## src/rtl/kern_th_edge_pipe_if.sv

```systemverilog
`default_nettype none
// ============================================================================
//  Module      : kern_th_edge_pipe_if
//  Description : Stream bundle for the threshold-edge kernel.
//                Input side : s_valid/s_ready handshake, s_block {up,right,
//                             down,left} (left in LSBs), s_last frame marker.
//                Output side: m_valid/m_ready handshake, m_thdx/m_thdy edge
//                             flags, m_last frame marker.
//                Modports   : slave  = kernel side (consumes s_*, produces m_*)
//                             master = neighbourhood builder / edge-map writer
//                                      side (produces s_*, consumes m_*)
//  Revision    : 1.0 - initial release
// ============================================================================
interface kern_th_edge_pipe_if #(
    parameter int PIXEL_WIDTH = 8
);
    logic                     s_valid;
    logic                     s_ready;
    logic [4*PIXEL_WIDTH-1:0] s_block;
    logic                     s_last;

    logic                     m_valid;
    logic                     m_ready;
    logic                     m_thdx;
    logic                     m_thdy;
    logic                     m_last;

    modport slave (
        input  s_valid, s_block, s_last, m_ready,
        output s_ready, m_valid, m_thdx, m_thdy, m_last
    );

    modport master (
        output s_valid, s_block, s_last, m_ready,
        input  s_ready, m_valid, m_thdx, m_thdy, m_last
    );
endinterface
`default_nettype wire

```

## src/rtl/kern_th_edge_pipe.sv

```systemverilog
`default_nettype none
// ============================================================================
//  Module      : kern_th_edge_pipe
//  Description : Streaming threshold-edge kernel. Each accepted neighbour
//                block produces gradients dx = left - right, dy = down - up
//                (stage 1), which are compared against per-beat thresholds
//                in signed or absolute mode (stage 2). Output transfers that
//                carry an edge are counted per frame (saturating).
//  Ports       : clock        - single rising-edge clock
//                nReset       - asynchronous active-low reset
//                clear        - synchronous pipeline flush / counter zero
//                thr_x, thr_y - thresholds for dx, dy
//                mode_abs     - 0: signed gradients, 1: absolute gradients
//                bus          - stream interface (slave modport)
//                frame_edges  - edge count of last completed frame
//                frame_done   - one-cycle pulse when frame_edges updates
//  Revision    : 1.0 - initial release
// ============================================================================
module kern_th_edge_pipe #(
    parameter int PIXEL_WIDTH = 8,
    parameter int CNT_WIDTH   = 20
) (
    input  wire logic                   clock,
    input  wire logic                   nReset,
    input  wire logic                   clear,
    input  wire logic [PIXEL_WIDTH-1:0] thr_x,
    input  wire logic [PIXEL_WIDTH-1:0] thr_y,
    input  wire logic                   mode_abs,
    kern_th_edge_pipe_if.slave          bus,
    output logic      [CNT_WIDTH-1:0]   frame_edges,
    output logic                        frame_done
);

    localparam int PW = PIXEL_WIDTH;
    localparam logic [CNT_WIDTH-1:0] c_CNT_ONE = {{(CNT_WIDTH-1){1'b0}}, 1'b1};
    localparam logic [CNT_WIDTH-1:0] c_CNT_MAX = {CNT_WIDTH{1'b1}};

    // ------------------------------------------------------------------
    // Stage 1 registers: gradients plus the configuration of this beat
    // ------------------------------------------------------------------
    logic                 r_v1;
    logic        [PW:0]   r_dx;
    logic        [PW:0]   r_dy;
    logic        [PW-1:0] r_thr_x;
    logic        [PW-1:0] r_thr_y;
    logic                 r_abs1;
    logic                 r_last1;

    // Stage 2 registers drive the output stream directly
    logic                 r_v2;
    logic                 r_thdx;
    logic                 r_thdy;
    logic                 r_last2;

    logic [CNT_WIDTH-1:0] r_cnt;
    logic [CNT_WIDTH-1:0] r_frame_edges;
    logic                 r_frame_done;

    // ------------------------------------------------------------------
    // Handshake
    // ------------------------------------------------------------------
    logic w_adv2;
    logic w_s_ready;
    logic w_s_fire;
    logic w_m_fire;

    assign w_adv2    = !r_v2 || bus.m_ready;
    assign w_s_ready = !clear && (!r_v1 || w_adv2);
    assign w_s_fire  = bus.s_valid && w_s_ready;
    assign w_m_fire  = r_v2 && bus.m_ready;

    // ------------------------------------------------------------------
    // Stage 1 datapath. Zero-extending both operands by one bit keeps the
    // difference exact: it always lies within the PW+1 bit signed range.
    // ------------------------------------------------------------------
    logic [PW:0] w_left;
    logic [PW:0] w_right;
    logic [PW:0] w_down;
    logic [PW:0] w_up;
    logic [PW:0] w_dx;
    logic [PW:0] w_dy;

    assign w_left  = {1'b0, bus.s_block[0*PW +: PW]};
    assign w_down  = {1'b0, bus.s_block[1*PW +: PW]};
    assign w_right = {1'b0, bus.s_block[2*PW +: PW]};
    assign w_up    = {1'b0, bus.s_block[3*PW +: PW]};
    assign w_dx    = w_left - w_right;
    assign w_dy    = w_down - w_up;

    // ------------------------------------------------------------------
    // Stage 2 datapath. The magnitude of a PW+1 bit gradient never exceeds
    // 2^PW - 1, so it stays non-negative in PW+1 bit signed form and one
    // signed comparator against the zero-extended threshold serves both
    // modes.
    // ------------------------------------------------------------------
    logic [PW:0] w_opx;
    logic [PW:0] w_opy;
    logic        w_thdx;
    logic        w_thdy;

    assign w_opx  = (r_abs1 && r_dx[PW]) ? (~r_dx + 1'b1) : r_dx;
    assign w_opy  = (r_abs1 && r_dy[PW]) ? (~r_dy + 1'b1) : r_dy;
    assign w_thdx = $signed(w_opx) >= $signed({1'b0, r_thr_x});
    assign w_thdy = $signed(w_opy) >= $signed({1'b0, r_thr_y});

    // Edge counter increment, saturating at all-ones
    logic                 w_hit;
    logic [CNT_WIDTH-1:0] w_cnt_next;

    assign w_hit      = r_thdx || r_thdy;
    assign w_cnt_next = (w_hit && (r_cnt != c_CNT_MAX)) ? (r_cnt + c_CNT_ONE) : r_cnt;

    // ------------------------------------------------------------------
    // Sequential logic
    // ------------------------------------------------------------------
    always_ff @(posedge clock or negedge nReset) begin
        if (!nReset) begin
            r_v1          <= 1'b0;
            r_dx          <= '0;
            r_dy          <= '0;
            r_thr_x       <= '0;
            r_thr_y       <= '0;
            r_abs1        <= 1'b0;
            r_last1       <= 1'b0;
            r_v2          <= 1'b0;
            r_thdx        <= 1'b0;
            r_thdy        <= 1'b0;
            r_last2       <= 1'b0;
            r_cnt         <= '0;
            r_frame_edges <= '0;
            r_frame_done  <= 1'b0;
        end else if (clear) begin
            // Flush wins over any transfer presented in the same cycle;
            // the last completed frame count is kept.
            r_v1         <= 1'b0;
            r_v2         <= 1'b0;
            r_cnt        <= '0;
            r_frame_done <= 1'b0;
        end else begin
            r_frame_done <= 1'b0;

            if (w_s_fire) begin
                r_v1    <= 1'b1;
                r_dx    <= w_dx;
                r_dy    <= w_dy;
                r_thr_x <= thr_x;
                r_thr_y <= thr_y;
                r_abs1  <= mode_abs;
                r_last1 <= bus.s_last;
            end else if (w_adv2) begin
                r_v1 <= 1'b0;
            end

            if (w_adv2) begin
                r_v2 <= r_v1;
                if (r_v1) begin
                    r_thdx  <= w_thdx;
                    r_thdy  <= w_thdy;
                    r_last2 <= r_last1;
                end
            end

            if (w_m_fire) begin
                if (r_last2) begin
                    r_frame_edges <= w_cnt_next;
                    r_frame_done  <= 1'b1;
                    r_cnt         <= '0;
                end else begin
                    r_cnt <= w_cnt_next;
                end
            end
        end
    end

    // ------------------------------------------------------------------
    // Outputs
    // ------------------------------------------------------------------
    assign bus.s_ready = w_s_ready;
    assign bus.m_valid = r_v2;
    assign bus.m_thdx  = r_thdx;
    assign bus.m_thdy  = r_thdy;
    assign bus.m_last  = r_last2;
    assign frame_edges = r_frame_edges;
    assign frame_done  = r_frame_done;

endmodule
`default_nettype wire

```

## src/flat_wrapper.sv

```systemverilog
// flat-port wrapper written by rule: the top's interface ports become plain ports
module kern_th_edge_pipe_flat 
#(
    parameter int PIXEL_WIDTH = 8,
    parameter int CNT_WIDTH   = 20
)
  (clock, nReset, clear, thr_x, thr_y, mode_abs, frame_edges, frame_done, bus_s_valid, bus_s_block, bus_s_last, bus_m_ready, bus_s_ready, bus_m_valid, bus_m_thdx, bus_m_thdy, bus_m_last);
  kern_th_edge_pipe_if #(.PIXEL_WIDTH(PIXEL_WIDTH)) bus_i ();
  input  wire logic clock;
  input  wire logic nReset;
  input  wire logic clear;
  input  wire logic [PIXEL_WIDTH-1:0] thr_x;
  input  wire logic [PIXEL_WIDTH-1:0] thr_y;
  input  wire logic mode_abs;
  output logic      [CNT_WIDTH-1:0] frame_edges;
  output logic frame_done;
  input wire logic [$bits(bus_i.s_valid)-1:0] bus_s_valid;
  input wire logic [$bits(bus_i.s_block)-1:0] bus_s_block;
  input wire logic [$bits(bus_i.s_last)-1:0] bus_s_last;
  input wire logic [$bits(bus_i.m_ready)-1:0] bus_m_ready;
  output wire logic [$bits(bus_i.s_ready)-1:0] bus_s_ready;
  output wire logic [$bits(bus_i.m_valid)-1:0] bus_m_valid;
  output wire logic [$bits(bus_i.m_thdx)-1:0] bus_m_thdx;
  output wire logic [$bits(bus_i.m_thdy)-1:0] bus_m_thdy;
  output wire logic [$bits(bus_i.m_last)-1:0] bus_m_last;
  assign bus_i.s_valid = bus_s_valid;
  assign bus_i.s_block = bus_s_block;
  assign bus_i.s_last = bus_s_last;
  assign bus_i.m_ready = bus_m_ready;
  assign bus_s_ready = bus_i.s_ready;
  assign bus_m_valid = bus_i.m_valid;
  assign bus_m_thdx = bus_i.m_thdx;
  assign bus_m_thdy = bus_i.m_thdy;
  assign bus_m_last = bus_i.m_last;
  kern_th_edge_pipe #(.PIXEL_WIDTH(PIXEL_WIDTH), .CNT_WIDTH(CNT_WIDTH)) u_core (.clock(clock), .nReset(nReset), .clear(clear), .thr_x(thr_x), .thr_y(thr_y), .mode_abs(mode_abs), .bus(bus_i), .frame_edges(frame_edges), .frame_done(frame_done));
endmodule
```

## config.mk

```make
export PLATFORM = sky130hd
export DESIGN_NAME = kern_th_edge_pipe_flat
export DESIGN_NICKNAME = d
export VERILOG_FILES = /design/src/rtl/kern_th_edge_pipe_if.sv /design/src/rtl/kern_th_edge_pipe.sv /design/src/flat_wrapper.sv
export SDC_FILE = /design/constraint.sdc
export NUM_CORES = 1
export LEC_CHECK = 0
export ABC_AREA = 1
export CELL_PAD_IN_SITES_DETAIL_PLACEMENT = 0
export CELL_PAD_IN_SITES_GLOBAL_PLACEMENT = 2
export CORE_ASPECT_RATIO = 0.75
export CORE_MARGIN = 2
export CORE_UTILIZATION = 39
export DETAILED_ROUTE_END_ITERATION = 12
export DONT_BUFFER_PORTS = 1
export PLACE_DENSITY_LB_ADDON = 0.3
export SLEW_MARGIN = 20
export SYNTH_ARGS = -nofsm -noshare
export SYNTH_HDL_FRONTEND = slang
export SYNTH_SLANG_ARGS = --single-unit
```

## constraint.sdc

```tcl
create_clock -name clock -period 5.3 [get_ports clock]
set_clock_uncertainty 0.1 [all_clocks]
set_input_delay 0.265 -clock clock [delete_from_list [all_inputs] [get_ports clock]]
set_output_delay 0.265 -clock clock [all_outputs]
set_load 0.005 [all_outputs]
```

==> impl_metrics.csv, run 1 <==
group,metric,value,unit
power_and_ir_drop,pwr-share-seq,38.2,%
cts,path_clk_slew,0.06,ns
worst_setup_path,cp_data_required_time,5.48,ns
sta,slew_viol_final,0,
detailed_routing,drc,0,
placement,hpwl,8849,µm
synthesis,synthSimpleGateAreaFrac,30.29,%
power_and_ir_drop,p_comb_share,28.3,%
cts,cts_sinks,82,
sta,slew_headroom,52.92,%
sta,timing.fmax,0.4315,GHz
power_and_ir_drop,clkPwrFrac,33.5,%
global_route,grt_pass1_wl,21380,µm
finish,final_nets,835,
worst_setup_path,rr_startpoint,"u_core.r_cnt[0]",
worst_setup_path,startpoint,"u_core.r_cnt[0]",
detailed_routing,wl_per_cell,13.53,µm
power_and_ir_drop,p_leak,0.003112,µW
power_and_ir_drop,intPower,1413,µW
synthesis,synth_area_per_cell,7.231,µm²
synthesis,syn_nets,818,
finish,multi_input_area,2714,µm²
detailed_routing,wl_met2,4741,µm
worst_setup_path,crit_path_end,"u_core.frame_edges[0]",
detailed_routing,viasPerCell,4.843,
detailed_routing,drt-met1-wl,6925,µm
worst_setup_path,cp_slowest_stage_delay,0.44,ns
floorplan,die_h,104.5,µm
global_route,grt_max_degree,83,
synthesis,yosys.area.top_type_share,39.08,%
sta,setup_violations,0,
worst_setup_path,startpoint_type,"register",
worst_setup_path,path_delay_family,"simple AND/OR/NAND/NOR gates",
synthesis,synth_top_family_by_area,"simple AND/OR/NAND/NOR gates",
floorplan,initial_core_util,40.19,%
finish,utilization,45.68,%
finish,seq_area,2052,µm²
detailed_routing,first_pass_iters,5,
synthesis,synth_compound_area_share,7.388,%
placement,preCtsSetupSlack,2.952,ns
floorplan,boundaryPins,81,
finish,drive_gt1_share,4.144,%
synthesis,synth_xor_xnor_area_share,4.671,%
sta,final.setup.worst_slack,2.983,ns
power_and_ir_drop,power_density,362.9,nW/µm²
synthesis,muxShareOfSynthArea,0,%
worst_setup_path,cp-end-kind,"register",
cts,cts_resized,0,
worst_setup_path,cp_slowest_cell,"dfrtp_1",
detailed_routing,met3_length,701,µm
floorplan,dieArea,14420,µm²
cts,cts_buffers,9,
global_route,grt_usage,18.79,%
worst_setup_path,critPathBufInv,2,
placement,gp_congestion,0.8903,
detailed_routing,via_count,4451,
synthesis,yosysMostFrequentCell,"nand2_1",
global_route,antenna_found_initial,0,
synthesis,synthFlopType,"dfrtp_1",
synthesis,synth_edf_count,0,
cts,cts_buffer_depth,2,
worst_setup_path,reg2regPathDepth,11,
sta,timing_hold_violations_final,0,
power_and_ir_drop,sw_frac_of_total,34.75,%
detailed_routing,ant_nets,0,
floorplan,coreArea,13060,µm²
cts,cts_root_buf,"clkbuf_16",
min_path,min_path_cells,3,
detailed_routing,drt_iter0_drc,289,
synthesis,syn_inst,726,
global_route,grt-ovfl-total,0,
global_route,grt_pass1_vias,4409,
synthesis,synth_fa_ha_area_share,9.104,%
synthesis,synth_area,5250,µm²
finish,antennaDiodeCount,0,
power_and_ir_drop,p_switching,752.3,µW
finish,final_area,5967,µm²
cts,post_cts.repair.setup_buffers,0,
worst_setup_path,path_class,"register to register",
floorplan,rows,36,
worst_setup_path,crit_path_cell_trace,"ha_1 > inv_1 > nor2_4 > nand2_2 > nor2_2 > nand2_2 > nand2_4 > inv_2 > nand2_1 > nand3_1 > nand2_1",
synthesis,synth_cell_types,33,
sta,fin_setup_tns,0,ns
sta,period_share,43.72,%
synthesis,synth_top_cells_by_count,"nand2_1 (259), inv_1 (103), dfrtp_1 (82), nand3_1 (64), o21ai_0 (37)",
synthesis,yosysTopAreaCell,"dfrtp_1",
status,status,"finished, final reports clean",
worst_setup_path,crit_arrival,2.49,ns
cts,cts_htree_levels,3,
worst_setup_path,crit_cells,11,
worst_setup_path,rr_endpoint,"u_core.frame_edges[0]",
placement,dpl_cell_area,5404,µm²
finish,syn_to_final_growth,13.66,%
finish,fill_cells,1354,
synthesis,ys_seq_elements,82,
detailed_routing,wl,12440,µm
worst_setup_path,r2r_setup_slack,2.98,ns
sta,rsz0062_at_grt,"false",
power_and_ir_drop,ir_drop,167.5,µV
sta,fin_crit,2.317,ns
synthesis,yosys-top-cells-area,"dfrtp_1 (39%), nand2_1 (19%), ha_1 (8.3%)",
synthesis,async_flop_share,100.0,%
cts,cts_tree,"built",
synthesis,seq_area_frac_synth,39.08,%
floorplan,die_x,138.0,µm
run,drv_cap,0,
cts,clock_latency,0.35,ns
detailed_routing,top_layer,"met4",
min_path,hold_path_class,"primary input to register",
worst_setup_path,critPathMaxFanout,21,
synthesis,yosys_warnings,0,
placement,io_buffers,0,
sta,worst_pin_slew,0.7054,ns
## what timing repair did
action,in CTS,in global routing
hold endpoints to repair,102,0
hold buffers,21,0
endpoints found under the setup margin,0,0
## metal layers
layer  track usage (%)  up-vias
met3             5.556        6
li1                  -     2319
met4             3.353        0
met1             29.33     2037
met5                 0        -
met2             25.53       89
## cell usage in the layout (no fill, tap or decap), types with 2 or more instances in the layout
master and instances:
o211ai_1 2, nor2_4 2, nand4_1 9, a21o_1 2, o31ai_1 2, a21oi_1 16, bufinv_16 3, or2_2 2
fa_1 2, xor2_1 24, clkbuf_16 9, nor3_1 4, nand3b_1 2, nand2_2 3, a31oi_1 3, o22ai_1 7
nand3_1 64, clkbuf_1 2, ha_1 35, dfrtp_1 82, nor2_1 35, buf_4 4, xnor2_1 4, nor2_2 2
nand2_1 259, o21ai_0 37, inv_1 103, dlygate4sd3_1 20
## flip-flops by register name, summed over array words and instances, names as in the netlist
signal              flops
u_core.r_last1          1
u_core.r_cnt           20
u_core.r_dx             9
u_core.bus.m_last       1
u_core.frame_edges     20
u_core.r_abs1           1
u_core.frame_done       1
u_core.bus.m_thdx       1
u_core.r_dy             9
u_core.bus.m_valid      1
u_core.r_thr_y          8
u_core.r_v1             1
u_core.bus.m_thdy       1
u_core.r_thr_x          8
## power by group through the flow
stage	Clock, µW	Combinational [µW]	Sequential (µW)
after floorplan	0	512	807
after global placement	0	578	839
after detailed placement	0	587	839
after CTS	747	620	830
after global routing	773	734	846
final	725	613	827
## worst min-delay path by stage
stage	to	startpoint	slack (ns)
after floorplan	u_core.bus.m_last	nReset	-0.13
after global placement	u_core.r_dx[0]	nReset	-0.13
after detailed placement	u_core.r_dx[0]	nReset	-0.13
after CTS	u_core.r_v1	bus_m_ready	0.002
after global routing	u_core.r_v1	bus_m_ready	0.02
final	u_core.r_v1	bus_m_ready	0.01
## worst min-delay path, delay by kind of cell
| kind | cells | cell delay, ns |
|---|---|---|
| and+or+nand+nor | 2 | 0.09 |
| AOI/OAI and AO/OA | 1 | 0.06 |
## per-stage QoR
step | hold slack, ns | cells | power [µW]
floorplan | -0.1306 | 726 | 1319
global placement | -0.1267 | 882 | 1417
detailed placement | -0.1267 | 882 | 1427
CTS | 0.001946 | 919 | 2197
global route | 0.02310 | 919 | 2352
finish | 0.01285 | 919 | 2165
## final cells by class
cell class,instances,share of cell area (%)
repair buffers,25,4.320
well taps,171,3.586
clock inverters,5,1.719
multi-input cells,520,45.48
flip-flops and latches,82,34.39
inverters,105,6.605
clock buffers,11,3.900
## cell families after synthesis
family,count (synthesis)
flip-flops,82
XOR/XNOR,28
adder cells (fa/ha/maj),37
AO/OA/AOI/OAI,71
buffers and inverters,124
AND/OR/NAND/NOR,384
Power figures use the tool's default switching activity.
==> run 2, diff against run 1 <==
--- a/config.mk
+++ b/config.mk
@@ -10,7 +10,7 @@
 export CELL_PAD_IN_SITES_GLOBAL_PLACEMENT = 2
 export CORE_ASPECT_RATIO = 0.75
 export CORE_MARGIN = 2
-export CORE_UTILIZATION = 39
+export CORE_UTILIZATION = 36
 export DETAILED_ROUTE_END_ITERATION = 12
 export DONT_BUFFER_PORTS = 1
 export PLACE_DENSITY_LB_ADDON = 0.3
==> constraint.sdc (replaced) <==
create_clock -name clock -period 2.2 [get_ports clock]
set_clock_uncertainty 0.1 [all_clocks]
set_input_delay 0.11 -clock clock [delete_from_list [all_inputs] [get_ports clock]]
set_output_delay 0.11 -clock clock [all_outputs]
set_load 0.005 [all_outputs]
==> impl_metrics.csv, run 2 (synthesis results as in run 1) <==
group,metric,value,unit
worst_setup_path,cp_slowest_stage_delay,0.36,ns
floorplan,dieArea,15580,µm²
worst_setup_path,startpoint_type,"register",
cts,clock_latency,0.34,ns
cts,cts_sinks,82,
finish,layout_common_cells,"nand2_1 (258), inv_1 (99), dfrtp_1 (81)",
finish,antennaDiodeCount,0,
cts,path_clk_slew,0.06,ns
cts,cts_buffer_depth,2,
run,drv_cap,0,
cts,cts_buffers,9,
worst_setup_path,cp-end-kind,"register",
sta,slew_viol_final,0,
placement,dp.cells,921,
worst_setup_path,r2r_setup_slack,0.21,ns
detailed_routing,ant_nets,0,
detailed_routing,first_pass_iters,4,
finish,final_common_cell,"nand2_1",
detailed_routing,wl,13100,µm
sta,timing_hold_violations_final,0,
detailed_routing,wl_per_cell,13.48,µm
worst_setup_path,crit_arrival,2.12,ns
worst_setup_path,critPathMaxFanout,4,
sta,worst_pin_slew,0.5068,ns
global_route,grt_pass1_vias,4312,
sta,rsz0062_at_grt,"true",
floorplan,die_x,143.4,µm
floorplan,die_h,108.6,µm
cts,cts_tree,"built",
sta,timing.fmax,0.5035,GHz
global_route,grt_pass1_wl,21400,µm
finish,drive_gt1_share,8.679,%
cts,cts_htree_levels,3,
worst_setup_path,crit_path_cell_trace,"inv_2 > ha_4 > nor2_2 > xor2_1 > inv_1 > ha_4 > a21oi_2 > nand3_1 > nand2_1 > nand2_1 > nand2_1 > nand2_1 > nand2_1 > nand2_1 > nand2_1 > nand2_1",
cts,cts_root_buf,"clkbuf_16",
worst_setup_path,path_delay_family,"simple AND/OR/NAND/NOR gates",
worst_setup_path,path_common_cell,"nand2_1",
sta,fin_crit,1.986,ns
sta,slew_headroom,65.86,%
sta,holdWs,0.01435,ns
finish,stdcell_count,972,
power_and_ir_drop,p_leak,0.003226,µW
sta,setup_violations,0,
worst_setup_path,critPathBufInv,2,
global_route,grt_max_degree,83,
detailed_routing,via_count,4545,
placement,hpwl,9350,µm
worst_setup_path,path_class,"register to register",
global_route,grt_usage,17.51,%
detailed_routing,viasPerCell,4.676,
power_and_ir_drop,ir_drop,430.7,µV
finish,final_nets,860,
placement,io_buffers,0,
min_path,hold_path_class,"primary input to register",
global_route,grt-ovfl-total,0,
sta,fin_setup_tns,0,ns
finish,syn_to_final_growth,19.88,%
worst_setup_path,cp_data_required_time,2.33,ns
placement,gp_congestion,0.8699,
floorplan,initial_core_util,36.56,%
global_route,antenna_found_initial,0,
worst_setup_path,cp_slowest_cell,"dfrtp_1",
power_and_ir_drop,power_density,833.0,nW/µm²
floorplan,boundaryPins,81,
floorplan,coreArea,14360,µm²
sta,period_share,90.28,%
detailed_routing,drc,0,
status,status,"finished, final reports clean",
detailed_routing,drt_iter0_drc,242,
floorplan,rows,38,
-- run 2: area by class of cell --
cell class	count	area [µm²]
clock buffers	9	225.2
clock inverters	6	82.58
fillers	1500	8065
inverters	105	394.1
multi-input cells	520	2814
flip-flops and latches	82	2053
well taps	200	250.2
repair buffers	50	474.2
-- run 2: metrics by stage --
step / power, µW / area [µm²] / setup slack [ns] / utilization [%]
global placement: 3451 / 5515 / 0.1228 / 38.41
global route: 5670 / 6294 / -0.03252 / 43.83
CTS: 5216 / 6151 / 0.02014 / 42.84
floorplan: 3178 / 5250 / 0.2441 / -
detailed placement: 3498 / 5515 / 0.02850 / 38.41
finish: 5243 / 6294 / 0.2138 / 43.83
-- run 2: path summary, 6_finish.rpt --
| path | startpoint | to | depth (start not counted) |
|---|---|---|---|
| max | u_core.r_dy[0] | u_core.bus.m_thdy | 16 |
| min | bus_s_block[23] | u_core.r_dx[8] | 5 |
| max reg2reg | u_core.r_dy[0] | u_core.bus.m_thdy | 16 |
| min reg2reg | u_core.frame_edges[8] | u_core.frame_edges[8] | 2 |
| max in group asynchronous | nReset | u_core.r_abs1 | 2 |
| min in group asynchronous | nReset | u_core.r_v1 | 2 |
-- run 2: what timing repair did --
item                       in CTS  in global routing
setup endpoints to repair       0                  2
gates resized for setup         0                 26
hold buffers                   31                  0
buffers inserted                0                  5
hold endpoints to repair      108                  0
-- run 2: worst reg2reg max path, delay by kind of cell (launching register included) --
family / cells / cell delay (ns)
and+or+nand+nor: 10 / 0.57
adders and majority gates: 2 / 0.40
xor gates and xnor gates: 1 / 0.15
AOI/OAI and AO/OA: 1 / 0.13
buffers and inverters: 2 / 0.17
DFF: 1 / 0.36
-- run 2: per-layer routing --
metal  track usage, %  vias to the layer above  part of all wire, %
met5                0                        -                    0
met4            4.622                        0                 0.29
met3            4.562                        2                  6.0
met2            25.27                       93                   41
met1            25.86                     2068                   53
li1                 -                     2382                    -
-- run 2: where the power goes --
group,switching (µW),internal [µW],total [µW]
Combinational,1020,642,1660
Sequential,218,1770,1990
Clock,609,981,1590
Total,1850,3400,5240
==> run 3, diff against run 2 <==
--- a/config.mk
+++ b/config.mk
@@ -5,12 +5,12 @@
 export SDC_FILE = /design/constraint.sdc
 export NUM_CORES = 1
 export LEC_CHECK = 0
-export ABC_AREA = 1
 export CELL_PAD_IN_SITES_DETAIL_PLACEMENT = 0
 export CELL_PAD_IN_SITES_GLOBAL_PLACEMENT = 2
 export CORE_ASPECT_RATIO = 0.75
 export CORE_MARGIN = 2
-export CORE_UTILIZATION = 36
+export CORE_UTILIZATION = 39
+export CTS_CLUSTER_DIAMETER = 200
 export DETAILED_ROUTE_END_ITERATION = 12
 export DONT_BUFFER_PORTS = 1
 export PLACE_DENSITY_LB_ADDON = 0.3
==> impl_metrics.csv, run 3 <==
group,metric,value,unit
floorplan,dieArea,13730,µm²
synthesis,yosys-top-cells-area,"dfrtp_1 (41%), ha_1 (8.8%), o21ai_0 (6.3%)",
global_route,grt-ovfl-total,0,
finish,final_nets,718,
synthesis,yosys_warnings,0,
power_and_ir_drop,power_density,710.2,nW/µm²
synthesis,async_flop_share,100.0,%
worst_setup_path,cp_data_required_time,2.32,ns
global_route,grt_max_degree,83,
cts,clock_latency,0.34,ns
worst_setup_path,cp-end-kind,"register",
floorplan,initial_core_util,40.28,%
sta,timing_hold_violations_final,0,
sta,final.setup.worst_slack,0.04079,ns
sta,period_share,98.15,%
sta,fin_crit,2.159,ns
detailed_routing,via_count,4085,
synthesis,yosysTopAreaCell,"dfrtp_1",
detailed_routing,wl_per_cell,14.79,µm
sta,slew_viol_final,0,
detailed_routing,wl,11790,µm
global_route,antenna_found_initial,0,
cts,cts_sinks,82,
cts,cts_root_buf,"clkbuf_16",
floorplan,die_x,134.6,µm
synthesis,syn_inst,547,
power_and_ir_drop,ir_drop,447.6,µV
power_and_ir_drop,intPower,3077,µW
power_and_ir_drop,p_leak,0.002927,µW
placement,preCtsSetupSlack,-0.1459,ns
synthesis,yosys.area.top_type_share,41.10,%
synthesis,seq_area_frac_synth,41.10,%
detailed_routing,drc,0,
finish,syn_to_final_growth,26.89,%
run,drv_cap,0,
worst_setup_path,crit_arrival,2.28,ns
synthesis,synth_top_cells_by_count,"dfrtp_1 (82), o21ai_0 (63), nand2_1 (61), inv_1 (43), ha_1 (35)",
placement,hpwl,8304,µm
global_route,grt_pass1_vias,3946,
min_path,min_path_cells,3,
floorplan,rows,35,
synthesis,synth_cell_types,49,
floorplan,boundaryPins,81,
worst_setup_path,startpoint_type,"register",
detailed_routing,first_pass_iters,4,
detailed_routing,drt_iter0_drc,167,
placement,dp.cells,741,
power_and_ir_drop,p_comb_share,29.2,%
worst_setup_path,reg2regPathDepth,12,
sta,timing.fmax,0.4631,GHz
synthesis,synthFlopType,"dfrtp_1",
floorplan,coreArea,12390,µm²
synthesis,ys_seq_elements,82,
cts,cts_tree,"built",
sta,setup_violations,0,
floorplan,die_h,102.0,µm
power_and_ir_drop,clkPwrFrac,31.0,%
finish,antennaDiodeCount,0,
worst_setup_path,path_class,"register to register",
placement,gp_congestion,0.7559,
power_and_ir_drop,pwr-share-seq,39.8,%
sta,rsz0062_at_grt,"true",
placement,io_buffers,0,
finish,layout_common_cells,"dfrtp_1 (80), nand2_1 (59), o21ai_0 (59)",
finish,drive_gt1_share,19.65,%
min_path,hold_path_class,"primary input to register",
sta,worst_pin_slew,0.4640,ns
cts,path_clk_slew,0.06,ns
cts,cts_htree_levels,3,
synthesis,syn_nets,639,
synthesis,synth_area,4992,µm²
synthesis,synth_edf_count,0,
sta,slew_headroom,68.96,%
synthesis,yosysMostFrequentCell,"dfrtp_1",
status,status,"finished, final reports clean",
cts,cts_buffer_depth,2,
finish,fill_cells,1163,
cts,cts_buffers,9,
detailed_routing,ant_nets,0,
detailed_routing,viasPerCell,5.125,
power_and_ir_drop,p_switching,1422,µW
synthesis,synth_area_per_cell,9.127,µm²
power_and_ir_drop,sw_frac_of_total,31.61,%
global_route,grt_usage,18.07,%
finish,final_common_cell,"dfrtp_1",
finish,stdcell_count,797,
global_route,grt_pass1_wl,19640,µm
worst_setup_path,critPathMaxFanout,3,
run 3: cell count changes after synthesis, sizes merged, moves of 16 or more:
cell / delta
nand2: -202
inv: -61
nand3: -53
o21ai: +28
mux2: +22
a21oi: +16
run 3: routing by layer:
metal | GRT usage (%) | wire (µm) | up-vias
met5 | 0 | 0 | -
met4 | 4.130 | 89 | 0
met3 | 4.514 | 435 | 8
met2 | 28.27 | 5240 | 63
met1 | 25.44 | 6025 | 1946
li1 | - | - | 2068
run 3: power groups by stage:
stage	logic, µW	clock network [µW]	registers, µW
CTS	1260	1440	1790
floorplan	802	0	1780
finish	1310	1390	1790
global route	1490	1500	1820
global placement	1110	0	1810
detailed placement	1130	0	1810
run 3: critical path: stages (launching register included):
cell	delay [ns]
dfrtp_1	0.41
inv_1	0.07
ha_1	0.19
nor3b_2	0.16
buf_4	0.14
a21oi_2	0.12
xor2_1	0.18
ha_1	0.26
o21a_1	0.17
nor2_1	0.08
a21oi_1	0.05
nand3_1	0.08
o21ai_1	0.06
run 3: path summary, 6_finish.rpt:
| path | from | endpoint | slack, ns |
|---|---|---|---|
| max | u_core.r_dx[1] | u_core.bus.m_thdx | 0.04 |
| min reg2reg | u_core.frame_edges[18] | u_core.frame_edges[18] | 0.40 |
| min in group asynchronous | nReset | u_core.r_thr_x[0] | 0.23 |
| min | bus_s_block[9] | u_core.r_dy[1] | 0.009 |
| max reg2reg | u_core.r_dx[1] | u_core.bus.m_thdx | 0.04 |
| max in group asynchronous | nReset | u_core.r_cnt[12] | 1.38 |
run 3: kinds of logic after synthesis:
family / after synthesis / share of synthesized area, %
AND/OR/NAND/NOR: 161 / 15.76
AO/OA/AOI/OAI: 142 / 16.99
flip-flops: 82 / 41.10
buffers and inverters: 66 / 5.087
adder cells (fa/ha/maj): 37 / 9.574
XOR/XNOR: 36 / 6.316
multiplexers: 23 / 5.163
run 3: final cells by class:
class	count	area, µm²	area share, %
inverter	43	161.4	2.548
timing repair buffer	91	819.5	12.94
tap	166	207.7	3.279
clock inverter	3	15.01	0.2370
multi-input combinational	399	2826	44.62
clock buffer	13	250.2	3.950
sequential	82	2054	32.43
run 3: stage by stage:
step | hold slack, ns | utilization, % | area, µm² | power (µW) | TNS [ns]
2_1_floorplan | -0.2856 | - | 4995 | 2587 | 0
3_3_place_gp | -0.2835 | 44.64 | 5533 | 2925 | -0.1434
3_5_place_dp | -0.2834 | 44.64 | 5533 | 2949 | -0.1752
4_1_cts | 0.002929 | 49.62 | 6150 | 4494 | 0
5_1_grt | 0.03750 | 51.12 | 6335 | 4805 | -0.2128
6_report | 0.009191 | 51.12 | 6335 | 4499 | 0
run 3: what timing repair did:
action,CTS,global route
hold endpoints to repair,108,1
buffers inserted,0,10
setup endpoints to repair,3,34
resized for setup,10,23
pin swaps,4,14
hold buffers,30,1
